`config.mk`:
```
export PLATFORM = sky130hd
export DESIGN_NAME = servo_cmd_shaper_flat
export DESIGN_NICKNAME = d
export VERILOG_FILES = /design/src/rtl/servo_pkg.sv /design/src/rtl/servo_cmd_shaper_if.sv /design/src/rtl/servo_slew_step.sv /design/src/rtl/servo_cmd_shaper.sv /design/src/flat_wrapper.sv
export SDC_FILE = /design/constraint.sdc
export NUM_CORES = 1
export LEC_CHECK = 0
export CAP_MARGIN = 20
export CORE_MARGIN = 4
export CORE_UTILIZATION = 30
export CTS_BUF_LIST = sky130_fd_sc_hd__clkbuf_4 sky130_fd_sc_hd__clkbuf_8
export CTS_CLUSTER_DIAMETER = 200
export DETAILED_ROUTE_END_ITERATION = 7
export GPL_TIMING_DRIVEN = 1
export PLACE_DENSITY = 0.52
export SYNTH_ARGS = -nofsm -noshare
export SYNTH_HDL_FRONTEND = slang
export SYNTH_SLANG_ARGS = --single-unit
```
`constraint.sdc`:
```
create_clock -name clk -period 18.49 [get_ports clk]
set_input_delay 2.7735 -clock clk [delete_from_list [all_inputs] [get_ports clk]]
set_output_delay 2.7735 -clock clk [all_outputs]
set_load 0.05 [all_outputs]
```
`src/rtl/servo_pkg.sv`:
```
// Shared servo definitions: pulse limits, reset defaults and the shaper state encoding.
package servo_pkg;

    localparam int unsigned DEF_DUTY_W     = 28;
    localparam int unsigned DEF_MIN_PULSE  = 50000;
    localparam int unsigned DEF_MAX_PULSE  = 100000;
    localparam int unsigned DEF_MIN_PERIOD = 200000;
    localparam int unsigned DEF_RST_DUTY   = 75000;
    localparam int unsigned DEF_RST_PERIOD = 1000000;
    localparam int unsigned STEP_W         = 16;

    typedef enum logic {
        ST_IDLE = 1'b0,
        ST_SLEW = 1'b1
    } servo_state_t;

endpackage

```
`src/rtl/servo_cmd_shaper_if.sv`:
```
// Command handshake between a position source and the servo command shaper.
interface servo_cmd_shaper_if #(
    parameter int unsigned DUTY_W = servo_pkg::DEF_DUTY_W
);
    logic              cmd_valid;
    logic              cmd_ready;
    logic [DUTY_W-1:0] cmd_pos;
    logic [DUTY_W-1:0] cmd_period;

    modport master (
        output cmd_valid,
        output cmd_pos,
        output cmd_period,
        input  cmd_ready
    );

    modport slave (
        input  cmd_valid,
        input  cmd_pos,
        input  cmd_period,
        output cmd_ready
    );
endinterface

```
`src/rtl/servo_slew_step.sv`:
```
// Combinational command clamping and one-period slew step toward the target.
module servo_slew_step
    import servo_pkg::*;
#(
    parameter int unsigned DUTY_W     = DEF_DUTY_W,
    parameter int unsigned MIN_PULSE  = DEF_MIN_PULSE,
    parameter int unsigned MAX_PULSE  = DEF_MAX_PULSE,
    parameter int unsigned MIN_PERIOD = DEF_MIN_PERIOD
) (
    input  logic [DUTY_W-1:0] duty,
    input  logic [DUTY_W-1:0] target,
    input  logic [STEP_W-1:0] step_max,
    input  logic [DUTY_W-1:0] cmd_pos,
    input  logic [DUTY_W-1:0] cmd_period,
    output logic [DUTY_W-1:0] next_duty_c,
    output logic [DUTY_W-1:0] pos_clamped_c,
    output logic [DUTY_W-1:0] period_clamped_c
);

    localparam int unsigned DW = DUTY_W + 1;

    logic signed [DW-1:0] diff_c;
    logic signed [DW-1:0] mag_c;
    logic signed [DW-1:0] step_c;
    logic signed [DW-1:0] sum_c;

    // Clamp incoming command fields to the permitted pulse and period range.
    always_comb begin
        pos_clamped_c    = cmd_pos;
        period_clamped_c = cmd_period;
        if (cmd_pos < DUTY_W'(MIN_PULSE)) begin
            pos_clamped_c = DUTY_W'(MIN_PULSE);
        end else if (cmd_pos > DUTY_W'(MAX_PULSE)) begin
            pos_clamped_c = DUTY_W'(MAX_PULSE);
        end
        if (cmd_period < DUTY_W'(MIN_PERIOD)) begin
            period_clamped_c = DUTY_W'(MIN_PERIOD);
        end
    end

    // Move duty toward target by at most step_max; zero step means jump straight there.
    always_comb begin
        diff_c      = $signed({1'b0, target}) - $signed({1'b0, duty});
        mag_c       = diff_c[DW-1] ? -diff_c : diff_c;
        step_c      = $signed({{(DW-STEP_W){1'b0}}, step_max});
        sum_c       = $signed({1'b0, duty});
        next_duty_c = target;
        if ((step_max != '0) && (mag_c > step_c)) begin
            sum_c       = diff_c[DW-1] ? ($signed({1'b0, duty}) - step_c)
                                       : ($signed({1'b0, duty}) + step_c);
            next_duty_c = sum_c[DUTY_W-1:0];
        end
    end

endmodule

```
`src/rtl/servo_cmd_shaper.sv`:
```
// Servo command shaper: accepts position/period commands and slews the PWM duty
// toward the target one bounded step per PWM period.
module servo_cmd_shaper
    import servo_pkg::*;
#(
    parameter int unsigned DUTY_W     = DEF_DUTY_W,
    parameter int unsigned MIN_PULSE  = DEF_MIN_PULSE,
    parameter int unsigned MAX_PULSE  = DEF_MAX_PULSE,
    parameter int unsigned MIN_PERIOD = DEF_MIN_PERIOD,
    parameter int unsigned RST_DUTY   = DEF_RST_DUTY,
    parameter int unsigned RST_PERIOD = DEF_RST_PERIOD
) (
    input  logic               clk,
    input  logic               reset,
    input  logic               enable,
    servo_cmd_shaper_if.slave  cmd,
    input  logic [STEP_W-1:0]  step_max,
    input  logic               period_end,
    output logic [DUTY_W-1:0]  duty,
    output logic [DUTY_W-1:0]  period,
    output logic               at_target
);

    servo_state_t      state;
    logic [DUTY_W-1:0] duty_int;
    logic [DUTY_W-1:0] target;
    logic [DUTY_W-1:0] shadow_period;

    logic              accept_c;
    logic [DUTY_W-1:0] next_duty_c;
    logic [DUTY_W-1:0] pos_clamped_c;
    logic [DUTY_W-1:0] period_clamped_c;
    logic [DUTY_W-1:0] step_duty_c;
    logic [DUTY_W-1:0] target_nxt_c;
    logic [DUTY_W-1:0] duty_nxt_c;

    servo_slew_step #(
        .DUTY_W     (DUTY_W),
        .MIN_PULSE  (MIN_PULSE),
        .MAX_PULSE  (MAX_PULSE),
        .MIN_PERIOD (MIN_PERIOD)
    ) u_step (
        .duty             (duty_int),
        .target           (target),
        .step_max         (step_max),
        .cmd_pos          (cmd.cmd_pos),
        .cmd_period       (cmd.cmd_period),
        .next_duty_c      (next_duty_c),
        .pos_clamped_c    (pos_clamped_c),
        .period_clamped_c (period_clamped_c)
    );

    // Acceptance and the values duty/target will hold after this edge.
    always_comb begin
        accept_c     = cmd.cmd_valid && cmd.cmd_ready;
        step_duty_c  = (state == ST_SLEW) ? next_duty_c : duty_int;
        target_nxt_c = accept_c ? pos_clamped_c : target;
        duty_nxt_c   = period_end ? step_duty_c : duty_int;
    end

    // Command capture, per-period duty/period update and IDLE/SLEW tracking.
    always_ff @(posedge clk) begin
        if (reset) begin
            state         <= ST_IDLE;
            duty_int      <= DUTY_W'(RST_DUTY);
            target        <= DUTY_W'(RST_DUTY);
            shadow_period <= DUTY_W'(RST_PERIOD);
            period        <= DUTY_W'(RST_PERIOD);
            duty          <= DUTY_W'(RST_DUTY);
            cmd.cmd_ready <= 1'b1;
        end else begin
            cmd.cmd_ready <= !accept_c;
            if (accept_c) begin
                target        <= pos_clamped_c;
                shadow_period <= period_clamped_c;
            end
            // The step and period load see the pre-acceptance target and shadow.
            if (period_end) begin
                period   <= shadow_period;
                duty_int <= step_duty_c;
            end
            // Disable forces the output low at once; re-enable waits for a period boundary.
            if (!enable) begin
                duty <= '0;
            end else if (period_end) begin
                duty <= step_duty_c;
            end
            case (state)
                ST_IDLE: if (target_nxt_c != duty_nxt_c) state <= ST_SLEW;
                ST_SLEW: if (target_nxt_c == duty_nxt_c) state <= ST_IDLE;
                default: state <= ST_IDLE;
            endcase
        end
    end

    // at_target decodes the settled state.
    assign at_target = (state == ST_IDLE);

endmodule

```
`src/flat_wrapper.sv`:
```
// flat-port wrapper written by rule: the top's interface ports become plain ports
module servo_cmd_shaper_flat import servo_pkg::*;
#(
    parameter int unsigned DUTY_W     = DEF_DUTY_W,
    parameter int unsigned MIN_PULSE  = DEF_MIN_PULSE,
    parameter int unsigned MAX_PULSE  = DEF_MAX_PULSE,
    parameter int unsigned MIN_PERIOD = DEF_MIN_PERIOD,
    parameter int unsigned RST_DUTY   = DEF_RST_DUTY,
    parameter int unsigned RST_PERIOD = DEF_RST_PERIOD
)
  (clk, reset, enable, step_max, period_end, duty, period, at_target, cmd_cmd_valid, cmd_cmd_pos, cmd_cmd_period, cmd_cmd_ready);
  servo_cmd_shaper_if #(.DUTY_W(DUTY_W)) cmd_i ();
  input  logic clk;
  input  logic reset;
  input  logic enable;
  input  logic [STEP_W-1:0] step_max;
  input  logic period_end;
  output logic [DUTY_W-1:0] duty;
  output logic [DUTY_W-1:0] period;
  output logic at_target;
  input wire logic [$bits(cmd_i.cmd_valid)-1:0] cmd_cmd_valid;
  input wire logic [$bits(cmd_i.cmd_pos)-1:0] cmd_cmd_pos;
  input wire logic [$bits(cmd_i.cmd_period)-1:0] cmd_cmd_period;
  output wire logic [$bits(cmd_i.cmd_ready)-1:0] cmd_cmd_ready;
  assign cmd_i.cmd_valid = cmd_cmd_valid;
  assign cmd_i.cmd_pos = cmd_cmd_pos;
  assign cmd_i.cmd_period = cmd_cmd_period;
  assign cmd_cmd_ready = cmd_i.cmd_ready;
  servo_cmd_shaper #(.DUTY_W(DUTY_W), .MIN_PULSE(MIN_PULSE), .MAX_PULSE(MAX_PULSE), .MIN_PERIOD(MIN_PERIOD), .RST_DUTY(RST_DUTY), .RST_PERIOD(RST_PERIOD)) u_core (.clk(clk), .reset(reset), .enable(enable), .cmd(cmd_i), .step_max(step_max), .period_end(period_end), .duty(duty), .period(period), .at_target(at_target));
endmodule
```
* After elaboration in Yosys (flattened, before gate mapping)
Cells that the tools add are included.
** Storage, ports and cells
- Input bits :: 77
- Memories :: 0
- RAM bits :: 0
- Flip-flop bits (word level) :: 142
- Logic and storage cells :: 40
- Latch bits :: 0
- Bits in read-only memories :: 0
** Operators by class
- Div/mod/pow operators :: 0
- $mul :: 0
- Shift operators :: 0
- Eq/ne operators :: 3
- Order comparisons :: 4
- $add $sub $neg :: 4
- Multiplexer cells :: 14
- Bitwise operators :: 2
- Reduce and logical (&&, ||, !) cells :: 5
** Operator list (count)
- $mux W28 :: 8
- $mux W17 :: 2
- $gt A29 B17 Y1 :: 1
- $mux W29 :: 1
- $neg A29 Y29 :: 1
- $sub A28 B28 Y29 :: 1
- $add A28 B16 Y28 :: 1
- $eq A28 B28 Y1 :: 1
- $gt A28 B17 Y1 const B :: 1
- $lt A28 B16 Y1 const B :: 1
- $lt A28 B18 Y1 const B :: 1
- $ne A28 B28 Y1 :: 1
- $sub A28 B16 Y28 :: 1
- $reduce_bool A16 Y1 :: 1
- $logic_and A1 B1 Y1 :: 2
- $mux W1 :: 2
- $ne A2 B1 Y1 const B :: 1
- $not A1 Y1 :: 2
- $pmux W1 S2 :: 1
- $reduce_or A2 Y1 :: 1
- $logic_not A1 Y1 :: 1

* Depth between registers and ports, before layout
Gate-level depths: netlist of the first run.
- Depth after elaboration :: 11
- Depth in mapped cells :: 31
- Mapped depth without buffers :: 28

* Cells and area by module
A second synthesis of the first run with hierarchy kept.
** Unflattened totals
- Cell total of the unflattened synthesis :: 1364
- Area, all modules :: 11004.3 µm²
** Modules (own cells, without submodules)
- servo_cmd_shaper :: cells each 570, instances 1, sequential area each 2842.7 µm², area each 5606.6 µm²
- servo_slew_step :: cells each 794, instances 1, sequential area each 0.0 µm², area each 5397.7 µm²

* Least setup slack after synthesis of the first run
Ideal clock, no wire load.
- Path type :: input-to-reg
- Start :: input port step_max[2]
- End :: register u_core.state
- Required time :: 18.357 ns
- Stages on the path :: 21
- Arrival time :: 6.803 ns
- Slack :: 11.554 ns
- Setup time :: 0.133 ns
- Buffers on the path :: 0
- Path through :: nor3_1 > nand3_1 > nor2_1 > a41oi_1 > xnor2_1 > ha_1 > a21o_1 > a21o_1 > a21o_1 > a21oi_1 > o22ai_1 > a311o_1 > a311o_1 > a31o_2 > a21oi_1 > xnor2_1 > o21ai_0 > a22o_1 > nand3b_1 > a311oi_1 > a31oi_1
** On the way
- Word-level cells in the longest chain between the ends :: 8
- Elaborated cells between the ends (all ways) :: 14
- Classes of those cells :: add/sub (2); order compare (1); eq/ne (2); mux (7); reduce/logical (2)
** Ends and longest elaborated chain
- from (decl) :: RTL line flat_wrapper.sv:16 : input logic [STEP_W-1:0] step_max;
- $add A28 B16 Y28, or another cell as far along :: RTL line servo_slew_step.sv:50 : : ($signed({1'b0, duty}) + step_c);
- $mux W28 / $logic_and A1 B1 Y1 (equally long branches) :: RTL line servo_slew_step.sv:49, servo_slew_step.sv:48
- $mux W28 * :: RTL line servo_slew_step.sv:48 : if ((step_max != '0) && (mag_c > step_c)) begin
- $mux W28 * :: RTL line servo_cmd_shaper.sv:56 : step_duty_c = (state == ST_SLEW) ? next_duty_c : duty_int;
- $mux W28 * :: RTL line servo_cmd_shaper.sv:58 : duty_nxt_c = period_end ? step_duty_c : duty_int;
- $eq A28 B28 Y1 / $ne A28 B28 Y1 (equally long branches) :: RTL line servo_cmd_shaper.sv:90, servo_cmd_shaper.sv:89
- $mux W1 (on tied branches) :: RTL line servo_cmd_shaper.sv:90, servo_cmd_shaper.sv:89
- $pmux W1 S2 * :: RTL line servo_cmd_shaper.sv:88 : case (state)
- to (signal assigned) :: RTL line servo_cmd_shaper.sv:89 : ST_IDLE: if (target_nxt_c != duty_nxt_c) state <= ST_SLEW;
- to (signal assigned) :: RTL line servo_cmd_shaper.sv:90 : ST_SLEW: if (target_nxt_c == duty_nxt_c) state <= ST_IDLE;
- to (signal assigned) :: RTL line servo_cmd_shaper.sv:91 : default: state <= ST_IDLE;
- to (decl) :: RTL line servo_cmd_shaper.sv:24 : servo_state_t state;
Every way passes the cells marked *; elsewhere a longest branch is shown, timed or not.
A chain may end at the register's enable or synchronous reset.

* Final worst setup path of the first run
- Start :: input port step_max[0]
- End :: register u_core.state
The elaborated chain is that of the path after synthesis.

==> results of run 1 <==
power by group through the flow:
stage	logic, mW	registers (mW)	clock network, mW
after floorplan	0.656	0.380	0
after global placement	0.933	0.363	0
after detailed placement	0.930	0.363	0
after CTS	0.938	0.356	0.251
after global routing	1.04	0.360	0.264
final	0.946	0.357	0.244
cell type report:
type,instances,share of cell area
Tap cell,511,0.0472
Multi-Input combinational cell,1195,0.588
Inverter,75,0.0208
Sequential cell,142,0.210
Clock inverter,15,0.0107
Clock buffer,17,0.0173
Timing Repair Buffer,147,0.106
cells in the final DEF (no fill, tap or decap), types with 20 or more instances in the layout:
| cell | n |
|---|---|
| a211oi_1 | 44 |
| a21o_1 | 43 |
| a21oi_1 | 111 |
| a22oi_1 | 20 |
| clkdlybuf4s50_1 | 132 |
| dfxtp_1 | 141 |
| ha_1 | 73 |
| inv_1 | 74 |
| mux2i_1 | 42 |
| nand2_1 | 122 |
| nand3_1 | 28 |
| nor2_1 | 186 |
| nor2b_1 | 21 |
| nor3_1 | 33 |
| o21ai_0 | 61 |
| xnor2_1 | 53 |
| xor2_1 | 26 |
how the worst max path moves through the flow:
stage | to | slack [ns] | startpoint
5_1_grt | u_core.state | 10.06 | step_max[3]
3_5_place_dp | u_core.state | 10.04 | step_max[0]
3_3_place_gp | u_core.state | 10.16 | step_max[2]
4_1_cts | u_core.state | 10.50 | step_max[0]
2_1_floorplan | u_core.state | 11.55 | step_max[2]
6_report | u_core.state | 10.40 | step_max[0]
flip-flops by register name, indices dropped and copies added (netlist names):
signal / cells
u_core.duty: 28
u_core.duty_int: 28
u_core.period: 28
u_core.shadow_period: 28
u_core.target: 28
u_core.cmd.cmd_ready: 1
u_core.state: 1
per-layer routing:
| metal | part of all wire | global-route usage | up-vias |
|---|---|---|---|
| met5 | 0 | 0 | - |
| met4 | 0.020 | 0.0463 | 0 |
| met3 | 0.075 | 0.0415 | 57 |
| met2 | 0.44 | 0.311 | 422 |
| met1 | 0.47 | 0.280 | 5483 |
| li1 | - | - | 5636 |
critical path, stage by stage:
cell             delay, ns
clkdlybuf4s50_1       0.53
inv_1                 0.10
ha_1                  0.19
nand3_1               0.10
nor2_1                0.34
a41oi_1               0.20
xnor2_1               0.33
ha_1                  0.38
a21o_1                0.19
a21o_1                0.16
a21o_1                0.18
a21oi_1               0.20
o22ai_1               0.10
a311o_1               0.39
a31oi_1               0.29
o21ai_0               0.14
xnor2_1               0.19
a22oi_1               0.21
nor2_1                0.06
o21ai_0               0.38
o32ai_1               0.16
or4_1                 0.41
nor4_1                0.26
a31oi_1               0.13
metrics by stage:
stage / utilization / power, mW / hold WS [ns] / worst slack, ns
after floorplan: - / 1.04 / 0.436 / 11.55
after global placement: 0.350 / 1.30 / 0.443 / 10.16
after detailed placement: 0.350 / 1.29 / 0.448 / 10.04
after CTS: 0.360 / 1.55 / 0.461 / 10.50
after global routing: 0.360 / 1.66 / 0.483 / 10.06
final: 0.360 / 1.55 / 0.459 / 10.40
kinds of logic after synthesis:
| kind of cell | synth area share |
|---|---|
| compound gates | 0.286 |
| flops | 0.249 |
| fa+ha+maj | 0.0836 |
| mux | 0.0500 |
| simple gates | 0.217 |
| buf+inv | 0.0533 |
| xor+xnor | 0.0607 |
==> out/results.ini, run 1 <==
[power]
power_frac_seq=0.231
p_clk_frac=0.158
power_density_nw_per_um2=114
net-switching-power_mw=0.752
p_int_mw=0.796
leakage_nw=5.51
switching_share=0.486
peakVddDrop_mv=0.0502
comb_power_share=0.611

[worst_setup_path]
r2r_cells=27
path_max_fanout=7
reg2reg_from=u_core.duty_int[0]
timing.rr.end=u_core.state
endpoint_kind=register
r2r_slack_ns=10.68
startpoint_type=input port
crit_arrival_ns=8.40
worstPathRequired_ns=18.80
path_class=in2reg

[layout]
fin_cells=2102
num_antenna_cells=0
seqCellArea_um2=2840
nNetsFinal=1730
synthToLayoutAreaGrowth_pct=18.7
fillCellCount=3971
multiInputGateArea_um2=7960
drive_above_1_share=0.0578
final_area_um2=13500

[global_routing]
first_global_vias=11000
track_usage=0.198
grt_max_degree=73
grt_pass1_wl_mm=64.8
grt_overflow_total=0
antenna_found_initial=0

[synthesis]
ys_top_cells_by_count=187 x nor2_1, 142 x dfxtp_1, 123 x nand2_1
ys_seq_elements=142
synth_top_area_share=0.249
async_flop_share=0
yosysWarningCount=0
syn_nets=1640
netlist_area_um2=11400
synth_edf_count=0
synth.most_common_cell=nor2_1
yosys-top-cells-area=dfxtp_1 25%, ha_1 8.0%, nor2_1 6.2%
synth.avg_cell_area_um2=7.66
yosys.cell_types.count=86
yosysSeqAreaShare=0.249
yosysTopAreaCell=dfxtp_1
synth_top_flop_cell=dfxtp_1
syn-instance-count=1488

[worst_hold_path]
whs_endpoint=u_core.shadow_period[25]
holdPathStages=2
worstHoldStart=u_core.shadow_period[25]
hold_class=reg2reg

[route]
vias_per_cell=5.52
drtPass1Iterations=5
first_iter_violations=1042
drc=0
avgRoutedWirePerCell_um=20.1
drtAntennaViolNets=0
wl_mm=42.3
vias=11600

[clock_network]
clk_pin_slew_ns=0.09
post-cts-setup-buffers=0
cts_root_buffer=clkbuf_8
cts.sinks=142
cts_tree=done
hold_buffers=0
clkLatencyLatePin_ns=0.46
htreeDepth=4
cts_resized=0
cts_made_buffers=17
clockBufferDepth=2

[sta]
period_minus_slack_ns=8.09
max_freq_mhz=124
skew_ns=0.0131
hold_viol_final=0
grt_setup_unrepaired=false
fin_setup_tns_ns=0
post-route-period-util=0.438
tightest_slew_ns=0.840
final-setup-viol-count=0
maxSlewHeadroom=0.439
slew_violations=0

[placement]
dp_hpwl_mm=33.2
post_dp_cell_area_um2=13200
dp_cells=2070
io_buffer_count=134
place_congestion=0.912

[floorplanning]
rows=71
io_pins=135
die_area_um2=41200
coreArea_um2=37600
die_width_um=203
initial_core_util=0.303
die_h_um=203

[run]
drv_cap=0

[outcome]
status=finished, final reports clean

Note: power is estimated with default switching activity, not from simulation.
==> run 2: changes to the inputs <==
==> constraint.sdc (replaced) <==
create_clock -name clk -period 7.7 [get_ports clk]
set_input_delay 1.155 -clock clk [delete_from_list [all_inputs] [get_ports clk]]
set_output_delay 1.155 -clock clk [all_outputs]
set_load 0.05 [all_outputs]
==> run 2 against run 1 <==
  * Register-to-register slack worse by 10 ns
  * Critical path depth up 5
  * Clock power rose to 2.6 times the previous value
  * Flip-flop and latch count unchanged
  * Critical endpoint unchanged
  * Worst hold slack better by 0.00073 ns
  * Critical path type is now reg2reg
  * Largest power group unchanged
==> out/results.ini, run 2 (same netlist as run 1, synthesis figures left out) <==
[route]
avgRoutedWirePerCell_um=21.0  ; +4.4%
first_iter_violations=1303  ; +25%
drtAntennaViolNets=0  ; unchanged
wl_mm=44.8  ; +5.9%
vias=11800  ; +2.0%
vias_per_cell=5.55  ; +0.55%
drc=0  ; unchanged
drtPass1Iterations=7  ; +2

[sta]
fin_setup_tns_ns=0  ; unchanged
max_freq_mhz=137
post-route-period-util=0.948
maxSlewHeadroom=0.326  ; -0.112
skew_ns=0.0156  ; +0.00256 ns
hold_viol_final=0  ; unchanged
period_minus_slack_ns=7.30
tightest_slew_ns=1.01  ; +0.170 ns
grt_setup_unrepaired=false
slew_violations=0  ; unchanged
final-setup-viol-count=0  ; unchanged

[power]
power_density_nw_per_um2=280  ; +150%
leakage_nw=5.66  ; +2.8%
net-switching-power_mw=1.87  ; +150%
power_frac_seq=0.217  ; -0.014
peakVddDrop_mv=0.108  ; +120%
comb_power_share=0.621  ; +0.010
switching_share=0.483  ; -0.00250
p_clk_frac=0.162  ; +0.004
p_int_mw=2.00  ; +150%

[worst_setup_path]
endpoint_kind=register
cp_top_family=compound AO/OA/AOI/OAI gates
cpPeakStageDelay_ns=0.52  ; about the same
slowest_stage=or4_1
crit_buf_inv=3  ; +1
startpoint_type=register
r2r_cells=29  ; +7.4%
crit_arrival_ns=7.58  ; -0.82 ns
path_depth=29  ; +21%
worstPathRequired_ns=7.98  ; -10.82 ns
path_max_fanout=5  ; -2
path_class=reg2reg
cpMostUsedCell=a31oi_1

[layout]
nNetsFinal=1760  ; +1.7%
final_area_um2=13800  ; +2.1%
final_cell_mix=186 x nor2_1, 141 x dfxtp_1, 132 x clkdlybuf4s50_1, 122 x nand2_1, 111 x a21oi_1
final_common_cell=nor2_1
drive_above_1_share=0.0771  ; +0.0193
fillCellCount=3952  ; -0.48%
synthToLayoutAreaGrowth_pct=21.2
num_antenna_cells=0  ; unchanged

[worst_hold_path]
holdPathStages=2  ; unchanged
hold_class=reg2reg

[outcome]
status=finished, final reports clean

[global_routing]
grt_overflow_total=0  ; unchanged
antenna_found_initial=0  ; unchanged
grt_max_degree=92  ; +26%
grt_pass1_wl_mm=68.4  ; +5.5%
track_usage=0.211  ; +0.0127
first_global_vias=11300  ; +2.9%

[placement]
io_buffer_count=134  ; unchanged
dp_hpwl_mm=35.3  ; +6.2%
place_congestion=0.985  ; +8.0%
post_dp_cell_area_um2=13400  ; +1.5%

[clock_network]
clk_pin_slew_ns=0.10  ; about the same
hold_buffers=0  ; unchanged
clockBufferDepth=2  ; unchanged
clkLatencyLatePin_ns=0.45  ; about the same
cts.sinks=142  ; unchanged
cts_tree=done
htreeDepth=4  ; unchanged
cts_root_buffer=clkbuf_8
cts_made_buffers=17  ; unchanged

[floorplanning]
die_area_um2=41200  ; unchanged
die_width_um=203  ; unchanged
coreArea_um2=37600  ; unchanged
initial_core_util=0.303  ; unchanged
die_h_um=203  ; unchanged
io_pins=135  ; unchanged
rows=71  ; unchanged

[run]
drv_cap=0  ; unchanged

==> run 2: cell types whose count changed in the layout (fill, tap and decap cells not counted), sizes merged <==
cell,delta
bufinv,+2
clkinv,+2
inv,-5
buf,+29
clkinvlp,+1
o21ai,+1
==> run 2: tightest hold or removal path: cells and delay by family (launching register included) <==
kind,cells,cell delay (ns)
AOI/OAI and AO/OA,1,0.05
DFF,1,0.32
and+or+nand+nor,1,0.05
==> run 2: metrics by stage <==
stage,setup WS (ns),hold slack (ns),util,total power [mW],std cells
after floorplan,1.11,0.436,-,2.49,1488
after global placement,0.387,0.444,0.355,3.19,2095
after detailed placement,0.206,0.448,0.355,3.18,2095
after CTS,0.138,0.460,0.366,3.83,2127
after global routing,0.0258,0.474,0.368,4.13,2132
final,0.401,0.460,0.368,3.88,2132
==> run 2: cell type report <==
cell class                      instances  area (µm²)  area share
Sequential cell                       142        2840       0.206
Tap cell                              511         639      0.0463
Clock inverter                         15         176      0.0128
Clock buffer                           17         234      0.0169
Multi-Input combinational cell       1196        7980       0.578
Timing Repair Buffer                  176        1660       0.120
Inverter                               75         282      0.0204
==> run 2: worst paths after layout <==
| check | slack [ns] | from | endpoint |
|---|---|---|---|
| max | 0.40 | u_core.duty_int[2] | u_core.state |
| min | 0.46 | u_core.shadow_period[21] | u_core.shadow_period[21] |
| max reg2reg | 0.40 | u_core.duty_int[2] | u_core.state |
| min reg2reg | 0.46 | u_core.shadow_period[21] | u_core.shadow_period[21] |
==> run 2: per-layer routing <==
layer	part of all wire	wire, µm	vias to the layer above	track usage
met2	0.44	19500	459	0.331
met5	0	0	-	0
met1	0.47	21100	5630	0.296
li1	-	-	5689	-
met3	0.078	3480	50	0.0517
met4	0.016	709	0	0.0417
==> run 2: power by group through the flow <==
stage	Clock [mW]	Combinational [mW]	Sequential, mW
2_1_floorplan	0	1.57	0.912
3_3_place_gp	0	2.34	0.856
5_1_grt	0.680	2.60	0.847
4_1_cts	0.646	2.34	0.839
3_5_place_dp	0	2.32	0.855
6_report	0.629	2.41	0.841
==> run 2: what timing repair did <==
action                                  4_1_cts  5_1_grt
setup buffers                                 0        4
endpoints found under the setup margin        0        1
hold endpoints to repair                      0        0
gates resized for setup                       0        4
==> run 3: changes to the inputs <==
--- a/config.mk
+++ b/config.mk
@@ -5,6 +5,7 @@
 export SDC_FILE = /design/constraint.sdc
 export NUM_CORES = 1
 export LEC_CHECK = 0
+export ABC_AREA = 1
 export CAP_MARGIN = 20
 export CORE_MARGIN = 4
 export CORE_UTILIZATION = 30
==> run 3 against run 2 <==
  * Via count is 11% higher
  * Flip-flop and latch count stayed put
  * Fmax is 13% higher
  * Cell count is 27% higher
  * Worst hold slack better by 0.0054 ns
  * Routed wire length is 2.9% lower
  * Synthesized cell count is 39% higher
  * Register-to-register slack better by 0.84 ns
==> out/results.ini, run 3 <==
[layout]
seqCellArea_um2=2840  ; about the same
num_antenna_cells=0  ; unchanged
nNetsFinal=2326  ; +32%
fin_cells=2712  ; +27%
final_common_cell=nand2_1
final_cell_mix=699 x nand2_1, 283 x inv_1, 202 x nor2_1, 185 x nand3_1, 142 x dfxtp_1
fillCellCount=4402  ; +11%
synthToLayoutAreaGrowth_pct=18.6
multiInputGateArea_um2=7850  ; -1.7%
drive_above_1_share=0.0466  ; -0.0305

[placement]
dp_hpwl_mm=34.5  ; -2.1%
place_congestion=0.910  ; -7.6%
io_buffer_count=134  ; unchanged
dp_cells=2680  ; +28%

[synthesis]
syn_nets=2224  ; +36%
netlist_area_um2=12100  ; +5.8%
yosys.cell_types.count=51  ; -41%
syn-instance-count=2072  ; +39%
yosysSeqAreaShare=0.236  ; -0.0138
yosysTopAreaCell=dfxtp_1
synth_top_flop_cell=dfxtp_1
yosys-top-cells-area=dfxtp_1 24%, nand2_1 22%, inv_1 8.9%
synth_edf_count=0  ; unchanged
synth_top_area_share=0.236  ; -0.0138
async_flop_share=0  ; unchanged
synth.most_common_cell=nand2_1
ys_seq_elements=142  ; unchanged
synth.avg_cell_area_um2=5.82  ; -24%
yosysWarningCount=0  ; unchanged
ys_top_cells_by_count=699 x nand2_1, 285 x inv_1, 202 x nor2_1

[clock_network]
post-cts-setup-buffers=0  ; unchanged
clockBufferDepth=2  ; unchanged
clk_pin_slew_ns=0.09  ; about the same
htreeDepth=4  ; unchanged
cts_root_buffer=clkbuf_8
clkLatencyLatePin_ns=0.46  ; about the same
hold_buffers=0  ; unchanged
cts_tree=done
cts_resized=0  ; unchanged
cts.sinks=142  ; unchanged
cts_made_buffers=17  ; unchanged

[sta]
grt_setup_unrepaired=false
slew_violations=0  ; unchanged
tightest_slew_ns=0.839  ; -0.172 ns
skew_ns=0.0130  ; -0.00264 ns
max_freq_mhz=155  ; +13%
final-setup-viol-count=0  ; unchanged
post-route-period-util=0.839  ; -0.109
maxSlewHeadroom=0.439  ; +0.112
hold_viol_final=0  ; unchanged
fin_hold_ws_ns=0.465  ; +0.00535 ns
period_minus_slack_ns=6.46  ; -0.839 ns
fin_setup_tns_ns=0  ; unchanged

[route]
wl_mm=43.5  ; -2.9%
first_iter_violations=779  ; -40%
vias=13200  ; +11%
drc=0  ; unchanged
drtAntennaViolNets=0  ; unchanged
vias_per_cell=4.85  ; -13%
avgRoutedWirePerCell_um=16.0  ; -24%
drtPass1Iterations=5  ; -2

[worst_setup_path]
cpPeakStageDelay_ns=0.40  ; -0.12 ns
worstPathRequired_ns=8.03  ; +0.05 ns
endpoint_kind=register
startpoint_type=register
slowest_stage=fa_1
path_class=reg2reg
crit_arrival_ns=6.79  ; -0.79 ns
cpMostUsedCell=nand2_1
path_max_fanout=41  ; +36

[global_routing]
grt_pass1_wl_mm=68.3  ; -0.16%
grt_overflow_total=0  ; unchanged
grt_max_degree=64  ; -30%
antenna_found_initial=0  ; unchanged
first_global_vias=12700  ; +12%
track_usage=0.194  ; -0.0173

[run]
drv_cap=0  ; unchanged

[worst_hold_path]
hold_class=reg2reg

[floorplanning]
initial_core_util=0.304  ; about the same
io_pins=135  ; unchanged
coreArea_um2=39700  ; +5.7%
rows=73  ; +2.8%
die_h_um=209  ; +2.8%
die_width_um=209  ; +2.8%
die_area_um2=43500  ; +5.6%

[outcome]
status=finished, final reports clean

-- run 3: cell types whose count changed after synthesis, moves of 19 or more --
cell / delta
nand2_1: +576
inv_1: +210
nand3_1: +157
a21o_1: -42
mux2i_1: -42
a211oi_1: -41
xnor2_1: -40
nor2b_1: -21
a21oi_1: +20
a22oi_1: -20
nor3_1: -20
nand2_2: +19
nand2b_1: -19
-- run 3: worst paths after layout --
check                            from                end  slack, ns  depth (start not counted)
max                  u_core.target[0]       u_core.state       1.24                         40
min          u_core.shadow_period[17]  u_core.period[17]       0.47                          2
max reg2reg          u_core.target[0]       u_core.state       1.24                         40
min reg2reg  u_core.shadow_period[17]  u_core.period[17]       0.47                          2
-- run 3: cell families after synthesis --
group / Yosys count / synth area share
buf+inv: 359 / 0.114
xor+xnor: 53 / 0.0385
compound gates: 246 / 0.113
fa+ha+maj: 75 / 0.0790
flops: 142 / 0.236
simple gates: 1197 / 0.419
-- run 3: through the flow --
stage / cell area, µm² / utilization / setup slack (ns)
final: 14300 / 0.360 / 1.24
after detailed placement: 13900 / 0.349 / 1.05
after floorplan: 12100 / - / 2.53
after global placement: 13900 / 0.349 / 1.03
after CTS: 14300 / 0.360 / 1.16
after global routing: 14300 / 0.360 / 0.610
-- run 3: worst max-delay path, delay by kind of cell, from the launching register on --
family          cells  cell delay [ns]
compound gates      7             1.34
fa+ha+maj           3             0.98
xor+xnor            1             0.31
buf+inv             3             0.49
simple gates       26             2.90
flops               1             0.31
-- run 3: layer usage --
| layer | GRT usage | vias up | part of all wire |
|---|---|---|---|
| met3 | 0.0324 | 52 | 0.064 |
| met2 | 0.305 | 389 | 0.43 |
| li1 | - | 6779 | - |
| met4 | 0.0572 | 0 | 0.023 |
| met1 | 0.273 | 5942 | 0.48 |
| met5 | 0 | - | 0 |
-- run 3: final cells by class --
class	instances	share of cell area
Multi-Input combinational cell	1571	0.548
Sequential cell	142	0.199
Timing Repair Buffer	145	0.0988
Inverter	297	0.0779
Tap cell	525	0.0459
Clock buffer	19	0.0178
Clock inverter	13	0.0130
Power of run 3 is not shown: default switching activity piles up to over one toggle a cycle in this logic, so the estimate is an artifact.
